[config.mk]
export PLATFORM = sky130hd
export DESIGN_NAME = seq_bin2bcd_flat
export DESIGN_NICKNAME = d
export VERILOG_FILES = /design/src/rtl/seq_bin2bcd_if.sv /design/src/rtl/seq_bin2bcd.sv /design/src/flat_wrapper.sv
export SDC_FILE = /design/constraint.sdc
export NUM_CORES = 1
export LEC_CHECK = 0
export BUFFER_PORTS_ARGS = -buffer_cell sky130_fd_sc_hd__buf_2
export CAP_MARGIN = 10
export CORE_MARGIN = 10
export CORE_UTILIZATION = 40
export DETAILED_ROUTE_END_ITERATION = 10
export HOLD_SLACK_MARGIN = 0.05
export REMOVE_ABC_BUFFERS = 1
export SETUP_SLACK_MARGIN = 0.1
export SLEW_MARGIN = 20
export SYNTH_ARGS = -nofsm -noshare
export SYNTH_HDL_FRONTEND = slang
export SYNTH_SLANG_ARGS = --single-unit
[constraint.sdc]
create_clock -name clk -period 1.8 [get_ports clk]
set_input_delay 0.18 -clock clk [delete_from_list [all_inputs] [get_ports clk]]
set_output_delay 0.18 -clock clk [all_outputs]
set_load 0.005 [all_outputs]
[src/rtl/seq_bin2bcd_if.sv]
// Request/result bundle for the sequential binary-to-BCD converter.
// The master drives the request; the slave (converter) returns status and results.
interface seq_bin2bcd_if #(
    parameter int WIDTH    = 8,
    parameter int DIGITS   = 3,
    parameter int CHANNELS = 6
);
    logic                         start;
    logic [CHANNELS*WIDTH-1:0]    bin_in;
    logic                         busy;
    logic                         done;
    logic [CHANNELS*DIGITS*4-1:0] bcd_out;
    logic [CHANNELS-1:0]          ovf;

    modport master (output start, bin_in, input busy, done, bcd_out, ovf);
    modport slave  (input start, bin_in, output busy, done, bcd_out, ovf);
endinterface

[src/rtl/seq_bin2bcd.sv]
// Multi-channel binary-to-BCD converter using serial shift-and-add-3,
// one bit per clock, channels converted back to back and published together.
module seq_bin2bcd #(
    parameter int WIDTH    = 8,
    parameter int DIGITS   = 3,
    parameter int CHANNELS = 6
) (
    input  logic          clk,
    input  logic          rst_n,
    seq_bin2bcd_if.slave  bus
);
    localparam int AW = DIGITS * 4;
    localparam int BW = (WIDTH > 1) ? $clog2(WIDTH) : 1;
    localparam int CW = (CHANNELS > 1) ? $clog2(CHANNELS) : 1;

    typedef enum logic [0:0] {IDLE, SHIFT} state_t;

    state_t                    state;
    logic [CHANNELS*WIDTH-1:0] snap;
    logic [CHANNELS*WIDTH-1:0] snap_sh;
    logic [WIDTH-1:0]          cur;
    logic [AW-1:0]             acc;
    logic [AW-1:0]             adj;
    logic [AW-1:0]             acc_nxt;
    logic                      ovf_pend;
    logic                      ovf_nxt;
    logic [BW-1:0]             bit_idx;
    logic [CW-1:0]             ch_idx;
    logic [CHANNELS*AW-1:0]    stage_bcd;
    logic [CHANNELS*AW-1:0]    stage_bcd_nxt;
    logic [CHANNELS-1:0]       stage_ovf;
    logic [CHANNELS-1:0]       stage_ovf_nxt;
    logic [CHANNELS*AW-1:0]    bcd_r;
    logic [CHANNELS-1:0]       ovf_r;
    logic                      busy_r;
    logic                      done_r;
    logic                      last_bit;
    logic                      last_ch;

    // Decimal correction: any digit that would become >= 10 after doubling gets +3 first.
    function automatic logic [AW-1:0] add3(input logic [AW-1:0] a);
        logic [AW-1:0] r;
        r = a;
        for (int d = 0; d < DIGITS; d++) begin
            if (a[d*4 +: 4] >= 4'd5)
                r[d*4 +: 4] = a[d*4 +: 4] + 4'd3;
        end
        return r;
    endfunction

    always_comb begin
        adj           = add3(acc);
        acc_nxt       = {adj[AW-2:0], cur[WIDTH-1]};
        ovf_nxt       = ovf_pend | adj[AW-1];
        snap_sh       = snap >> WIDTH;
        last_bit      = (bit_idx == '0);
        last_ch       = (ch_idx == CW'(CHANNELS-1));
        stage_bcd_nxt = stage_bcd;
        stage_ovf_nxt = stage_ovf;
        // Staging with the finishing channel merged in, so completion can publish all channels at once.
        for (int c = 0; c < CHANNELS; c++) begin
            if (ch_idx == CW'(c)) begin
                stage_bcd_nxt[c*AW +: AW] = acc_nxt;
                stage_ovf_nxt[c]          = ovf_nxt;
            end
        end
    end

    always_ff @(posedge clk or negedge rst_n) begin
        if (!rst_n) begin
            state     <= IDLE;
            snap      <= '0;
            cur       <= '0;
            acc       <= '0;
            ovf_pend  <= 1'b0;
            bit_idx   <= '0;
            ch_idx    <= '0;
            stage_bcd <= '0;
            stage_ovf <= '0;
            bcd_r     <= '0;
            ovf_r     <= '0;
            busy_r    <= 1'b0;
            done_r    <= 1'b0;
        end else begin
            done_r <= 1'b0;
            case (state)
                IDLE: begin
                    if (bus.start) begin
                        snap     <= bus.bin_in;
                        cur      <= bus.bin_in[WIDTH-1:0];
                        acc      <= '0;
                        ovf_pend <= 1'b0;
                        ch_idx   <= '0;
                        bit_idx  <= BW'(WIDTH-1);
                        busy_r   <= 1'b1;
                        state    <= SHIFT;
                    end
                end
                SHIFT: begin
                    if (!last_bit) begin
                        acc      <= acc_nxt;
                        ovf_pend <= ovf_nxt;
                        cur      <= cur << 1;
                        bit_idx  <= bit_idx - 1'b1;
                    end else begin
                        // Channel finished: stage it and reload for the next channel without a gap.
                        stage_bcd <= stage_bcd_nxt;
                        stage_ovf <= stage_ovf_nxt;
                        acc       <= '0;
                        ovf_pend  <= 1'b0;
                        bit_idx   <= BW'(WIDTH-1);
                        snap      <= snap_sh;
                        cur       <= snap_sh[WIDTH-1:0];
                        ch_idx    <= ch_idx + 1'b1;
                        if (last_ch) begin
                            bcd_r  <= stage_bcd_nxt;
                            ovf_r  <= stage_ovf_nxt;
                            done_r <= 1'b1;
                            busy_r <= 1'b0;
                            ch_idx <= '0;
                            state  <= IDLE;
                        end
                    end
                end
                default: state <= IDLE;
            endcase
        end
    end

    assign bus.busy    = busy_r;
    assign bus.done    = done_r;
    assign bus.bcd_out = bcd_r;
    assign bus.ovf     = ovf_r;
endmodule

[src/flat_wrapper.sv]
// flat-port wrapper written by rule: the top's interface ports become plain ports
module seq_bin2bcd_flat 
#(
    parameter int WIDTH    = 8,
    parameter int DIGITS   = 3,
    parameter int CHANNELS = 6
)
  (clk, rst_n, bus_start, bus_bin_in, bus_busy, bus_done, bus_bcd_out, bus_ovf);
  seq_bin2bcd_if #(.WIDTH(WIDTH), .DIGITS(DIGITS), .CHANNELS(CHANNELS)) bus_i ();
  input  logic clk;
  input  logic rst_n;
  input wire logic [$bits(bus_i.start)-1:0] bus_start;
  input wire logic [$bits(bus_i.bin_in)-1:0] bus_bin_in;
  output wire logic [$bits(bus_i.busy)-1:0] bus_busy;
  output wire logic [$bits(bus_i.done)-1:0] bus_done;
  output wire logic [$bits(bus_i.bcd_out)-1:0] bus_bcd_out;
  output wire logic [$bits(bus_i.ovf)-1:0] bus_ovf;
  assign bus_i.start = bus_start;
  assign bus_i.bin_in = bus_bin_in;
  assign bus_busy = bus_i.busy;
  assign bus_done = bus_i.done;
  assign bus_bcd_out = bus_i.bcd_out;
  assign bus_ovf = bus_i.ovf;
  seq_bin2bcd #(.WIDTH(WIDTH), .DIGITS(DIGITS), .CHANNELS(CHANNELS)) u_core (.clk(clk), .rst_n(rst_n), .bus(bus_i));
endmodule
; ---- Word-level counts from Yosys, hierarchy flattened
; Cells that the tools add are included.
[totals]
rom_bits = 0
regBits = 234
latchBits = 0
inputBits = 51
ram_bits = 0
word_cells = 82
output_inout_bits = 80
mem_count = 0
[classes]
n_reduce_logical = 6
n_bitwise = 2
n_lt_le_gt_ge = 3
shift = 0
add_sub_neg = 5
muxes = 45
n_eq_ne = 8
div = 0
multipliers = 0
[op_table]
columns = operator, n
row1 = 2-to-1 mux 12 bit, 8
row2 = 2-to-1 mux 48 bit, 2
row3 = case mux 48 bit (2 select lines), 1
row4 = case mux 12 bit (2 select lines), 1
row5 = 2-to-1 mux 1 bit, 17
row6 = 2-to-1 mux 8 bit, 2
row7 = case mux 8 bit (2 select lines), 1
row8 = 2-to-1 mux 3 bit, 5
row9 = adder 4 x 2 -> 4 bit (second input constant), 3
row10 = greater-or-equal comparator 4 x 3 -> 1 bit (second input constant), 3
row11 = 2-to-1 mux 4 bit, 3
row12 = case mux 3 bit (2 select lines), 2
row13 = == test 3 x 2 -> 1 bit (second input constant), 2
row14 = == test 3 bit (second input constant), 2
row15 = logical NOT 3 bit, 2
row16 = != test 2 bit (second input constant), 3
row17 = case mux 1 bit (2 select lines), 3
row18 = AND reduction 3 bit, 2
row19 = AND reduction 2 bit, 2
row20 = adder 3 x 1 -> 3 bit (second input constant), 1
row21 = == test 3 x 1 -> 1 bit (second input constant), 1
row22 = subtractor 3 x 1 -> 3 bit (second input constant), 1
row23 = NOT 1 bit, 1
row24 = OR 1 bit, 1

; ---- Logic depth before layout (Yosys ltp)
; Gate-level depths: netlist (run 1).
[logic_depth]
word_depth = 5
depth_mapped = 9
mapped_depth_nobuf = 7

; ---- Least setup slack after synthesis (run 1)
; No wires, ideal clock.
[synth_path]
kind = register -> register
startpoint = reg u_core.bit_idx[0]
endpoint = reg u_core.stage_ovf[2]
n_path_buf = 2
synth_period_minus_slack_ns = 1.770
path_slack_ns = 0.030
setup_ns = 0.151
t_arrival_ns = 1.619
stages_incl_launch_ff = 9
required_time_ns = 1.649
path_cell_list = dfrtp_1 -> inv_1 -> ha_1 -> nand3b_1 -> or4b_1 -> clkbuf_1 -> buf_2 -> nand2_1 -> o21ai_0
[synth_between]
elab_chain_cells = 2
[synth_rtl]
columns = element, line
row1 = from (decl), seq_bin2bcd.sv:27  ; logic [BW-1:0] bit_idx;
row2 = from (signal assigned), seq_bin2bcd.sv:94  ; bit_idx <= BW'(WIDTH-1);
row3 = from (signal assigned), seq_bin2bcd.sv:104  ; bit_idx <= bit_idx - 1'b1;
row4 = from (signal assigned), seq_bin2bcd.sv:111  ; bit_idx <= BW'(WIDTH-1);
row5 = logical NOT 3 bit, seq_bin2bcd.sv:56  ; last_bit = (bit_idx == '0);
row6 = AND reduction 2 bit (no source line), n/a
row7 = to (signal assigned), seq_bin2bcd.sv:108  ; stage_ovf <= stage_ovf_nxt;
row8 = to (decl), seq_bin2bcd.sv:31  ; logic [CHANNELS-1:0] stage_ovf;
; Every way passes these cells.
; A chain may end at the register's enable or synchronous reset.

; ---- Final worst setup path (run 1)
[layout_path]
startpoint = reg u_core.bit_idx[0]
endpoint = reg u_core.bcd_r[42], in the netlist u_core.bus.bcd_out[42]
[layout_between]
elab_chain_cells = 2
[layout_rtl]
columns = element, line
row1 = logical NOT 3 bit, seq_bin2bcd.sv:56
row2 = AND reduction 3 bit (no source line), n/a
row3 = to (signal assigned), seq_bin2bcd.sv:116  ; bcd_r <= stage_bcd_nxt;
row4 = to (decl), seq_bin2bcd.sv:33  ; logic [CHANNELS*AW-1:0] bcd_r;
; Every way passes these cells.

==> flow_summary.ini, run 1 <==
[cells_and_area]
final_area_sq_mm = 0.0123
final_nets = 1164
finish.utilization_pct = 56.9
n_antenna_cell = 0
stdcell_count = 1395
syn_to_final_growth_pct = 41.1
drive_gt1_share_pct = 33.5

[yosys]
seq_area_frac_synth_pct = 60.9
ys_warn_count = 0
avgSynthCellArea_sq_um = 9.89
synth_cell_types = 36
synth_area_sq_mm = 0.00875
syn_inst = 884
yosys_register_bits = 213

[clocking]
numCtsBuffers = 24
clk_path_buf_depth = 3
clock_latency_ns = 0.52
cts_tree = done
cts.clk_slew.worst_paths_ns = 0.06
cts_root_buffer = clkbuf_16
h-tree-depth = 1
cts_sinks = 213

[floorplanning]
die_width_microns = 168
io_pins = 131
dieHeight_microns = 168
coreArea_sq_mm = 0.0217
die_area_sq_mm = 0.0282
start_util_pct = 40.3
fp-row-count = 54

[drt]
drtPass1Iterations = 4
vias_per_cell = 5.04
wirelength_microns = 24200
drcViolationCount = 0
wl_per_cell_microns = 17.3
vias = 7029
ant_nets = 0
drt_iter0_markers = 404

[sta]
setup_viol = 1
worst_slack_ns = -0.00193
holdWs_ns = 0.184
max_freq_ghz = 0.555
relSlewSlack_pct = 69.2
rsz0062_at_grt = true
skew_ns = 0.0111
period_needed_ns = 1.80
worstMarginPinSlew_ns = 0.461
finalHoldViolations = 0
slew_viol_final = 0
period_share_pct = 100

[global_routing]
grt_use_total_pct = 15.4
grt_pass1_vias = 6888
grt_max_degree = 49
grt-ovfl-total = 0
grt_pass1_wl_microns = 36500
antenna_found_initial = 1

[setup_path]
crit_chain = inv_2, ha_4, nand3b_1, buf_6, or2_4, clkinv_8, buf_12, buf_16, nand3b_1, o211ai_1
crit_top_cell = nand3b_1
crit_required_ns = 2.22
path_class = flip-flop to flip-flop
crit_buf_inv = 5
critPathSlowestCell = dfrtp_1
startpoint_type = flip-flop
path_delay_family = buffers and inverters
cp-end-kind = flip-flop
rrSetupSlack_ns = -0.002
crit_fanout = 7
crit_path_max_incr_delay_ns = 0.40
crit_arrival_ns = 2.22

[placed_design]
port_buffers = 130
placed_cells = 1281
place_area_sq_mm = 0.00999
gp_congestion = 0.752
dp_hpwl_microns = 14400

[power_and_ir_drop]
pwr-share-comb_pct = 32.1
p_per_area_mw_per_mm2 = 1470
p_sw_w = 0.00631
ir_worst_vdd_v = 0.000830
p_sw_share_pct = 34.8
p_leak_nw = 6.37
internal_power_w = 0.0118
clkPwrFrac_pct = 25.6
p_seq_share_pct = 42.3

[run_status]
violations = setup timing
status = complete, but fails checks

[run]
max_cap_violations = 0

[worst_hold_path]
hold_class = input port to async pin
[worst register-to-register path, stage by stage (launching register included)]
cell and delay, ns:
dfrtp_1 0.40, inv_2 0.09, ha_4 0.12, nand3b_1 0.12
buf_6 0.16, or2_4 0.31, clkinv_8 0.10, buf_12 0.12
buf_16 0.12, nand3b_1 0.08, o211ai_1 0.10
[Yosys cell counts]
master	count	area share, %
buf_4	2	0.17
nor3b_1	6	0.51
nor3_1	1	0.057
xor2_1	1	0.10
ha_1	9	1.3
a211oi_1	11	0.94
nor2_1	13	0.56
nand3_1	27	1.5
buf_1	10	0.43
a21o_1	5	0.43
or2_1	2	0.14
nand3b_1	12	1.0
o211ai_1	9	0.77
or3_1	2	0.14
o21ai_1	12	0.69
or3b_1	1	0.10
nor2b_1	8	0.57
inv_2	1	0.043
a22oi_1	1	0.086
xnor2_1	3	0.30
dfrtp_1	213	61
o21ai_2	5	0.50
nand2_2	1	0.072
or4_1	2	0.17
mux2_2	3	0.39
inv_1	10	0.43
a21oi_1	23	1.3
o21ai_0	115	6.6
buf_6	2	0.26
nand2_1	280	12
buf_2	16	0.92
clkbuf_1	31	1.3
or4b_1	1	0.11
nand2b_1	4	0.29
and2_1	1	0.072
mux2i_1	41	4.7
[flip-flops by register name, summed over array words and instances (netlist names)]
register / count
u_core.acc: 12
u_core.bit_idx: 3
u_core.bus.bcd_out: 72
u_core.bus.busy: 1
u_core.bus.done: 1
u_core.bus.ovf: 6
u_core.ch_idx: 3
u_core.cur: 8
u_core.ovf_pend: 1
u_core.snap: 40
u_core.stage_bcd: 60
u_core.stage_ovf: 5
u_core.state: 1
[kinds of logic after synthesis]
group	synth area share, %
buffers and inverters	3.58
AND/OR/NAND/NOR	17.4
multiplexers	5.08
adder cells (fa/ha/maj)	1.29
flip-flops	60.9
AO/OA/AOI/OAI	11.3
XOR/XNOR	0.401
[metal layers]
layer | wire [microns] | GRT usage (%) | vias up | part of all wire, %
met1 | 10500 | 20.4 | 3411 | 44
li1 | - | - | 3377 | -
met3 | 1490 | 3.82 | 47 | 6.2
met2 | 11400 | 24.8 | 192 | 47
met5 | 11 | 0 | - | 0.046
met4 | 706 | 3.75 | 2 | 2.9
[cell type report]
cell class                      count  area, sq um
Clock buffer                       31          677
Clock inverter                      6         68.8
Fill cell                        1811         9350
Inverter                           11         53.8
Multi-Input combinational cell    600         3680
Sequential cell                   213         5330
Tap cell                          280          350
Timing Repair Buffer              254         2180
[layout by cell type, fill, tap and decap left out, types with 4 or more instances in the layout]
cell type	n
a211oi_1	8
a21o_1	5
a21oi_1	11
a21oi_2	11
buf_12	13
buf_2	129
buf_4	32
buf_6	14
buf_8	5
clkbuf_16	33
clkbuf_8	5
dfrtp_1	210
dlygate4sd3_1	49
ha_1	5
inv_2	8
mux2i_1	41
nand2_1	216
nand2_2	41
nand2_4	24
nand3_1	18
nand3_2	5
nand3_4	4
nand3b_1	12
nor2_1	7
nor2_2	5
nor2b_1	8
nor3b_1	6
o211ai_1	9
o21ai_0	97
o21ai_1	24
o21ai_2	11
[power groups by stage]
stage	clock (W)	combinational [W]	sequential, W
floorplan	0	0.00261	0.00733
global placement	0	0.00480	0.00744
detailed placement	0	0.00491	0.00748
CTS	0.00474	0.00525	0.00743
global route	0.00492	0.00651	0.00788
finish	0.00464	0.00582	0.00766
[repair_timing]
item,CTS,global route
buffers inserted,4,7
endpoints found under the hold margin,261,0
gates cloned,4,13
pin swaps,11,82
hold buffers,49,0
endpoints found under the setup margin,97,152
resized for setup,45,162
[worst paths after layout]
path | start | to | cells past startpoint
hold reg to reg | u_core.bus.bcd_out[19]$_DFFE_PN0P_ | u_core.bus.bcd_out[19]$_DFFE_PN0P_ | 2
setup / recovery | u_core.bit_idx[0]$_DFFE_PN0P_ | u_core.bus.bcd_out[42]$_DFFE_PN0P_ | 10
hold / removal | rst_n | u_core.bus.done$_DFF_PN0_ | 2
max in group asynchronous | rst_n | u_core.stage_bcd[14]$_DFFE_PN0P_ | 3
min in group clk | bus_start | u_core.cur[6]$_DFFE_PN0P_ | 4
setup reg to reg | u_core.bit_idx[0]$_DFFE_PN0P_ | u_core.bus.bcd_out[42]$_DFFE_PN0P_ | 10
[through the flow]
step           setup TNS (ns)  power (W)  setup slack [ns]
2_1_floorplan         -436.70    0.00994             -3.14
3_3_place_gp         -0.00677     0.0122          -0.00677
3_5_place_dp           -0.329     0.0124           -0.0604
4_1_cts                     0     0.0174            0.0335
5_1_grt                 -2.17     0.0193           -0.0862
6_report             -0.00193     0.0181          -0.00193
Power figures use the tool's default switching activity.
==> run 2, diff against run 1 <==
Settings changed: CORE_UTILIZATION 40 to 50, PLACE_DENSITY set to 0.74.
==> run 2 against run 1 <==
The run now ends clean. Register-to-register slack gained 0.04 ns. Power shrank 1.7%. Non-clock buffer count shrank 20. Critical path type unchanged.
==> flow_summary.ini, run 2 (synthesized netlist as in run 1, its figures left out) <==
[sta]
relSlewSlack_pct = 65.7
slew_viol_final = 0
skew_ns = 0.0249
setup_viol = 0
period_needed_ns = 1.76
period_share_pct = 97.9
rsz0062_at_grt = true
worstMarginPinSlew_ns = 0.515
worst_slack_ns = 0.0375
finalHoldViolations = 0
max_freq_ghz = 0.567

[setup_path]
startpoint_type = flip-flop
crit_required_ns = 2.19
path_class = flip-flop to flip-flop
rr_startpoint = u_core.bit_idx[0]$_DFFE_PN0P_
crit_arrival_ns = 2.16
reg2reg_to = u_core.bus.bcd_out[41]$_DFFE_PN0P_
crit_fanout = 33
cp-end-kind = flip-flop
reg2reg_depth = 8
rrSetupSlack_ns = 0.04

[global_routing]
grt_use_total_pct = 19.0
grt-ovfl-total = 0
grt_pass1_wl_microns = 37400
antenna_found_initial = 0
grt_max_degree = 64
grt_pass1_vias = 7187

[clocking]
cts_sinks = 213
cts_tree = done
clk_path_buf_depth = 3
cts.clk_slew.worst_paths_ns = 0.06
clock_latency_ns = 0.53
cts_root_buffer = clkbuf_16
h-tree-depth = 1
numCtsBuffers = 23

[floorplanning]
die_area_sq_mm = 0.0232
coreArea_sq_mm = 0.0172
dieHeight_microns = 152
start_util_pct = 50.7
io_pins = 131
fp-row-count = 48
die_width_microns = 152

[power_and_ir_drop]
clkPwrFrac_pct = 25.8
p_sw_w = 0.00620
p_per_area_mw_per_mm2 = 1520
internal_power_w = 0.0116
p_seq_share_pct = 42.4
p_sw_share_pct = 34.8
p_leak_nw = 6.08
pwr-share-comb_pct = 31.9
ir_worst_vdd_v = 0.00105

[placed_design]
dp_hpwl_microns = 13700
port_buffers = 130
gp_congestion = 0.790
placed_cells = 1215
pre_cts_ws_ns = -0.0502
place_area_sq_mm = 0.00981

[drt]
wl_per_cell_microns = 18.0
drcViolationCount = 0
wirelength_microns = 23700
drtPass1Iterations = 7
ant_nets = 0
vias = 7024
drt_iter0_markers = 463
vias_per_cell = 5.32

[cells_and_area]
syn_to_final_growth_pct = 33.9
final_common_cell = nand2_1
stdcell_count = 1321
largest_reg_flops = 72
final_nets = 1142
final_area_sq_mm = 0.0117
drive_gt1_share_pct = 27.6
final_cell_mix = 252 x nand2_1, 211 x dfrtp_1, 129 x buf_2
n_antenna_cell = 0

[worst_hold_path]
hold_class = input port to async pin

[run_status]
status = complete, no violations

[run]
max_cap_violations = 0
==> run 2: cell count changes in the layout (fill, tap and decap cells not counted), sizes merged <==
| cell | change |
|---|---|
| buf | -16 |
| clkbuf | +1 |
| clkinvlp | -1 |
| inv | +1 |
| clkinv | -2 |
| nand2 | -1 |
| bufinv | -1 |
==> run 2: power groups by stage <==
stage | Combinational (W) | Clock [W] | Sequential [W]
3_5_place_dp | 0.00474 | 0 | 0.00746
6_report | 0.00568 | 0.00459 | 0.00755
3_3_place_gp | 0.00454 | 0 | 0.00739
2_1_floorplan | 0.00261 | 0 | 0.00733
5_1_grt | 0.00635 | 0.00486 | 0.00776
4_1_cts | 0.00509 | 0.00463 | 0.00741
==> run 2: critical path, cell delays in order, from the launching register on <==
cell	delay [ns]
dfrtp_1	0.38
inv_2	0.08
ha_4	0.13
nand3b_1	0.13
buf_4	0.17
or2_4	0.30
buf_8	0.20
nand2_1	0.12
o211ai_1	0.12
==> run 2: metal layers <==
metal	wire, microns	GRT usage (%)
met1	9530	23.1
met2	11800	32.6
met3	1830	5.39
met4	541	4.59
met5	0	0
==> run 2: how the worst max path moves through the flow <==
stage                                              from                            endpoint  slack (ns)  cells after the start
after global routing      u_core.bit_idx[1]$_DFFE_PN0P_  u_core.bus.bcd_out[41]$_DFFE_PN0P_       -0.03                      8
final                     u_core.bit_idx[0]$_DFFE_PN0P_  u_core.bus.bcd_out[41]$_DFFE_PN0P_        0.04                      8
after floorplan                  u_core.state$_DFF_PN0_         u_core.snap[10]$_DFFE_PN0P_       -3.14                      3
after global placement    u_core.bit_idx[0]$_DFFE_PN0P_    u_core.stage_bcd[33]$_DFFE_PN0P_        0.04                      7
after CTS                 u_core.bit_idx[0]$_DFFE_PN0P_    u_core.stage_bcd[27]$_DFFE_PN0P_        0.04                      7
after detailed placement  u_core.bit_idx[0]$_DFFE_PN0P_    u_core.stage_bcd[33]$_DFFE_PN0P_       -0.05                      7
==> run 2: repair_timing <==
item,4_1_cts,5_1_grt
cloned,2,5
setup buffers,4,7
resized for setup,41,102
pin swaps,6,18
setup endpoints to repair,124,156
endpoints found under the hold margin,175,0
hold buffers,49,0
==> run 2: per-stage QoR <==
| step | power [W] | utilization [%] | TNS, ns | hold slack (ns) |
|---|---|---|---|---|
| 2_1_floorplan | 0.00994 | - | -436.70 | -0.116 |
| 3_3_place_gp | 0.0119 | 56.9 | 0 | 0.158 |
| 3_5_place_dp | 0.0122 | 56.9 | -0.0706 | 0.165 |
| 4_1_cts | 0.0171 | 65.2 | 0 | 0.212 |
| 5_1_grt | 0.0190 | 67.9 | -0.147 | 0.239 |
| 6_report | 0.0178 | 67.9 | 0 | 0.199 |
==> run 2: cell type report <==
type                            count  area, sq um
Multi-Input combinational cell    599         3440
Inverter                           11         53.8
Sequential cell                   213         5330
Fill cell                        1260         5530
Timing Repair Buffer              234         1870
Clock inverter                      3         30.0
Tap cell                          225          282
Clock buffer                       36          704
